$ cat src/rtl/hold_decoder.sv
// Registered binary-to-one-hot decoder: a 2-entry input FIFO feeds an
// IDLE/DRIVE/GAP sequencer that holds each code for HOLD cycles plus GAP idle cycles.
module hold_decoder #(
    parameter int IN_W  = 4,
    parameter int OUT_N = 10,
    parameter int HOLD  = 3,
    parameter int GAP   = 1
) (
    input  logic             clk,
    input  logic             rst_n,
    input  logic             in_valid,
    output logic             in_ready,
    input  logic [IN_W-1:0]  in_code,
    input  logic             en,
    output logic [OUT_N-1:0] out,
    output logic             out_valid,
    output logic             busy,
    output logic             err,
    output logic [IN_W-1:0]  err_code
);

    localparam int MAXC  = (HOLD > GAP) ? HOLD : GAP;
    localparam int CNT_W = (MAXC > 1) ? $clog2(MAXC) : 1;
    localparam int GAP_M1 = (GAP > 0) ? GAP - 1 : 0;

    localparam logic [CNT_W-1:0] HOLD_LOAD = CNT_W'(HOLD - 1);
    localparam logic [CNT_W-1:0] GAP_LOAD  = CNT_W'(GAP_M1);
    localparam logic [IN_W:0]    CODE_LIM  = (IN_W+1)'(OUT_N);

    typedef enum logic [1:0] {
        S_IDLE,
        S_DRIVE,
        S_GAP
    } state_t;

    state_t             state_q, state_d;
    logic [CNT_W-1:0]   cnt_q, cnt_d;
    logic [1:0]         count_q, count_d;
    logic               wr_ptr_q, wr_ptr_d;
    logic               rd_ptr_q, rd_ptr_d;
    logic [IN_W-1:0]    fifo_q [2];
    logic [OUT_N-1:0]   out_q, out_d;
    logic               out_valid_q, out_valid_d;
    logic               err_q, err_d;
    logic [IN_W-1:0]    err_code_q, err_code_d;

    logic               push;
    logic               pop;
    logic               slot_free;
    logic [IN_W-1:0]    head;
    logic               head_ok;

    assign in_ready  = (count_q < 2'd2) & rst_n;
    assign push      = in_valid & in_ready;
    assign head      = fifo_q[rd_ptr_q];
    assign head_ok   = {1'b0, head} < CODE_LIM;

    // The sequencer may take a new code when idle or on the final count of
    // the last phase of the current code (back-to-back reload).
    always_comb begin
        slot_free = 1'b0;
        case (state_q)
            S_IDLE:  slot_free = 1'b1;
            S_DRIVE: slot_free = (cnt_q == '0) && (GAP == 0);
            S_GAP:   slot_free = (cnt_q == '0);
            default: slot_free = 1'b0;
        endcase
    end

    assign pop = en & (count_q != 2'd0) & slot_free;

    always_comb begin
        count_d  = count_q;
        wr_ptr_d = wr_ptr_q ^ push;
        rd_ptr_d = rd_ptr_q ^ pop;
        case ({push, pop})
            2'b10:   count_d = count_q + 2'd1;
            2'b01:   count_d = count_q - 2'd1;
            default: count_d = count_q;
        endcase
    end

    always_comb begin
        state_d     = state_q;
        cnt_d       = cnt_q;
        out_d       = out_q;
        out_valid_d = out_valid_q;
        err_d       = 1'b0;
        err_code_d  = err_code_q;

        if (en) begin
            case (state_q)
                S_DRIVE: begin
                    if (cnt_q != '0) begin
                        cnt_d = cnt_q - CNT_W'(1);
                    end else if (GAP > 0) begin
                        state_d     = S_GAP;
                        cnt_d       = GAP_LOAD;
                        out_d       = '0;
                        out_valid_d = 1'b0;
                    end else begin
                        state_d     = S_IDLE;
                        out_d       = '0;
                        out_valid_d = 1'b0;
                    end
                end
                S_GAP: begin
                    if (cnt_q != '0) begin
                        cnt_d = cnt_q - CNT_W'(1);
                    end else begin
                        state_d = S_IDLE;
                    end
                end
                default: ;
            endcase
        end

        if (pop) begin
            if (head_ok) begin
                state_d     = S_DRIVE;
                cnt_d       = HOLD_LOAD;
                out_d       = OUT_N'(1) << head;
                out_valid_d = 1'b1;
            end else begin
                state_d    = S_IDLE;
                err_d      = 1'b1;
                err_code_d = head;
            end
        end
    end

    always_ff @(posedge clk) begin
        if (!rst_n) begin
            state_q     <= S_IDLE;
            cnt_q       <= '0;
            count_q     <= '0;
            wr_ptr_q    <= 1'b0;
            rd_ptr_q    <= 1'b0;
            out_q       <= '0;
            out_valid_q <= 1'b0;
            err_q       <= 1'b0;
            err_code_q  <= '0;
        end else begin
            state_q     <= state_d;
            cnt_q       <= cnt_d;
            count_q     <= count_d;
            wr_ptr_q    <= wr_ptr_d;
            rd_ptr_q    <= rd_ptr_d;
            out_q       <= out_d;
            out_valid_q <= out_valid_d;
            err_q       <= err_d;
            err_code_q  <= err_code_d;
        end
    end

    always_ff @(posedge clk) begin
        if (push) begin
            fifo_q[wr_ptr_q] <= in_code;
        end
    end

    // The latched code survives a pause; only the visible outputs are masked.
    assign out       = out_q & {OUT_N{en}};
    assign out_valid = out_valid_q & en;
    assign busy      = (state_q != S_IDLE) | (count_q != 2'd0);
    assign err       = err_q;
    assign err_code  = err_code_q;

    assert property (@(posedge clk) disable iff (!rst_n) $onehot0(out_q));
    assert property (@(posedge clk) disable iff (!rst_n) count_q <= 2'd2);
    assert property (@(posedge clk) disable iff (!rst_n) err_q |-> !out_valid_q);

endmodule

$ cat config.mk
export PLATFORM = sky130hd
export DESIGN_NAME = hold_decoder
export DESIGN_NICKNAME = d
export VERILOG_FILES = /design/src/rtl/hold_decoder.sv
export SDC_FILE = /design/constraint.sdc
export NUM_CORES = 1
export LEC_CHECK = 0
export BUFFER_PORTS_ARGS = -buffer_cell sky130_fd_sc_hd__buf_4
export CORE_UTILIZATION = 49
export CTS_CLUSTER_SIZE = 30
export DETAILED_ROUTE_END_ITERATION = 8
export GPL_TIMING_DRIVEN = 0
export PLACE_DENSITY = 0.74
export RECOVER_POWER = 100
export SYNTH_ARGS = -nofsm -noshare
export SYNTH_HDL_FRONTEND = slang
export SYNTH_SLANG_ARGS = --single-unit
$ cat constraint.sdc
create_clock -name clk -period 1.75 [get_ports clk]
set_input_delay 0 -clock clk [delete_from_list [all_inputs] [get_ports clk]]
set_output_delay 0 -clock clk [all_outputs]
set_load 0.01 [all_outputs]
==> impl.org <==
** Run status
- Outcome :: complete, but fails checks
- The final reports fail on DRC.

** Yosys
- Syn Area/Cell :: around 11 um^2
- Sequential-to-total area share from yosys stat :: around half
- For this run, the number of Yosys warnings is 0.
- Area of the mapped netlist :: about 1500 um^2
- Count of mapped cells out of synthesis :: around 140
- The synthesized design contains 8 enable-type register cells.
- Number of unique standard cell types used by synthesis :: 35
- FF+latch count, synth :: 33
- Share of synthesized flip-flops with an asynchronous set or reset :: 0%
- Net Count, Synth :: 152
- Among all flip-flop cells after synthesis, the most frequent one is dfxtp_1.

** Clock tree
- Clock-pin slew was measured on the worst setup and hold paths at 0.10 ns.
- In this run, CTS created clock tree buffers numbering 5.
- Clock Tree Root :: clkbuf_4
- TritonCTS built the clock tree.
- No sink is reached through more buffers than the 2 on the longest clock path.
- Number of levels in the clock H-tree :: 2
- Clock tree synthesis found a total of 33 sinks.
- For the worst-skew pair, the clock arrives at the later sink with an insertion delay of 0.32 ns.

** Critical path
- Worst Path Required :: between 1.5 and 2 ns
- The worst setup path is launched from a register.
- The worst setup path is captured at a register.
- Worst path max stage delay :: ~0.35 ns
- On the critical path, the stage with the largest delay is an instance of dfxtp_2.
- Critical Path AT :: around 1.9 ns
- Worst setup path class :: reg -> reg
- Along the worst path, the maximum fanout reaches 10.
- Cell Chain, Critical Path :: inv_2, ha_4, nand4bb_4, a21oi_4, a211oi_4, buf_4, a2bb2o_1

** Timing
- Final hold violation count :: 0
- Number of max-slew violations in the final report :: 0
- # setup viols final :: 0
- Transition time at the pin with the least slew margin :: around 0.48 ns
- Relative slew slack :: approximately 68%
- Clock skew on the completed layout was measured at 0.00759 ns.
- Hold timing on the final database bottoms out at a slack of 0.0946 ns.
- Time the final worst path needs with I/O delays and setup :: between 1.5 and 2 ns
- Setup total negative slack on the finished layout was measured at 0 ns.
- Final Cycle Share :: 95.1%
- Peak Freq :: 0.601 GHz

** Placement
- Post-detailed-placement half-perimeter wirelength :: about 2200 um
- Input and output buffers added on the ports amount to 24.
- Placed Cells :: approximately 190
- After detailed placement, the total cell area comes to roughly 1700 um^2.
- The congestion estimate from routability-driven global placement came to slightly below 0.8.

** Power and ir drop
- Cell Pwr Density :: approximately 1100 nW/um^2
- Summed over all cells, the static leakage comes to between 0.6 and 0.7 nW.
- Worst VDD drop :: between 800 and 900 uV

** Floorplan
- I/O pin total :: 26
- The floorplan step set the die width to around 57 um.
- Standard-cell row count :: 19
- Once the floorplan was initialized, standard cells occupied 52.5% of the core.
- Full die area :: around 3200 um^2
- Core footprint :: 2810 um^2
- Vertical extent of the die :: ~57 um

** Drt
- In this run, the number of DRC markers left after iteration 0 of detailed routing was 34.
- Wire length after detailed routing :: slightly below 3000 um
- For this block, the via count after detailed routing is about 1200.
- Vias per cell :: around 5.7
- Before antenna repair, the detailed router went through 6 iterations.
- Post-detailed-route count of antenna-violating nets :: 0
- In the final routed layout, each cell accounts on average for approximately 14 um.
- DRC :: 7

** Layout
- The net count of the finished layout is 191.
- The finished layout holds between 200 and 250 standard cells, fillers aside.
- The repair_antennas step left the layout with diodes totalling 0.
- The library cell used most frequently in the layout, excluding fill and tap cells, is dfxtp_1.
- Commonest cells after routing, fill and taps aside :: dfxtp_1 (23), buf_4 (14), clkbuf_1 (11)
- Relative to the synthesized area, the layout overhead comes to 25.9%.
- Share of final-layout standard cells stronger than drive strength 1 :: between 20% and 30%
- Summed area of non-filler cells in the final layout :: 1860 um^2

** Global routing
- Combined global-route utilization of all metal layers :: 20.2%
- The initial antenna violation count came to 0.
- For this run the aggregate overflow at the end of global routing stands at 0.
- The via count of the first global-routing pass came to between 1000 and 1500.
- The first global-routing pass estimated roughly 4900 um of wire.
- Maximum number of pins on one net before global-route repair :: 11

** Run
- The tool flagged a number of max-cap violations equal to 0.

** Hold path
- The worst hold path belongs to the class in -> reg.
## power by group
| part | leakage, nW | switching (mW) | internal, mW |
|---|---|---|---|
| clock | 0.0413 | 0.244 | 0.233 |
| sequential | 0.277 | 0.0680 | 0.869 |
| combinational | 0.373 | 0.332 | 0.267 |
| total | 0.692 | 0.643 | 1.37 |
## cells by family after synthesis
group / after synthesis / share of synthesized area [%]
compound gates: 37 / 18.8
xor+xnor: 3 / 1.78
fa+ha+maj: 6 / 5.09
buf+inv: 10 / 2.63
flops: 33 / 50.3
mux: 6 / 4.24
simple gates: 43 / 17.2
## final timing paths
kind,startpoint,to,slack (ns),cells after the start
max,state_q[0],out_q[0],0.09,7
min,rst_n,err_code[3],0.09,2
max reg2reg,state_q[0],out_q[0],0.09,7
min reg2reg,out_q[5],out_q[5],0.47,1
## layer usage
layer  GRT usage, %  wire [um]  up-vias
met5              0          0        -
met4           6.27         37        0
met3           7.37        138        6
met2           35.9       1540       26
met1           22.4       1270      573
li1               -          -      580
## registers in the layout (all words and copies together), names as in the netlist, named ones only
| name | flops |
|---|---|
| cnt_q | 2 |
| count_q | 2 |
| err | 1 |
| err_code | 4 |
| fifo_q | 8 |
| out_q | 10 |
| out_valid_q | 1 |
| rd_ptr_q | 1 |
| state_q | 2 |
| wr_ptr_q | 1 |
## worst max-delay path, delay by kind of cell, from the launching register on
family | cells | cell delay (ns)
AOI/OAI and AO/OA | 3 | 0.59
buffers and inverters | 2 | 0.28
adders and majority gates | 1 | 0.18
DFF | 1 | 0.35
and+or+nand+nor | 1 | 0.16
## area by class of cell
class                   count  area [um^2]
plain buffers               4         16.3
clock buffers               7         65.1
clock inverters             1         5.00
fillers                   230          950
inverters                   6         22.5
multi-input cells          95          739
flip-flops and latches     33          743
well taps                  31         38.8
repair buffers             32          225
## Yosys cell counts, types with 2 or more instances
cell type  count  area [um^2]
edfxtp_1       8          240
a211oi_1       2         15.0
nand2b_1       2         12.5
mux2_2         2         22.5
mux2i_1        4         40.0
xnor2_1        3         26.3
clkbuf_1       3         11.3
and2_1        12         75.1
o21ai_0        6         30.0
ha_1           6         75.1
dfxtp_1       25          500
nor3_1         3         15.0
nor2_1         8         30.0
and3_1         3         18.8
inv_1          6         22.5
a21oi_1        8         40.0
nand3_1        6         30.0
nand2_1        4         15.0
o21a_1         2         15.0
nor3b_1        2         15.0
o2bb2ai_1      9         78.8
## what timing repair did
item	in CTS	in global routing
pin swaps	1	2
endpoints found under the hold margin	10	0
buffers inserted	0	2
hold buffers	6	0
setup endpoints to repair	11	13
resized for setup	5	7
## stage by stage
step	util [%]	total power [mW]	setup WS, ns
after floorplan	-	1.33	0.0686
after global placement	60.3	1.47	-0.238
after detailed placement	60.3	1.50	-0.272
after CTS	65.7	2.01	0.00900
after global routing	66.1	2.14	-0.0109
final	66.1	2.01	0.0865
Note: power is estimated with default switching activity, not from simulation.
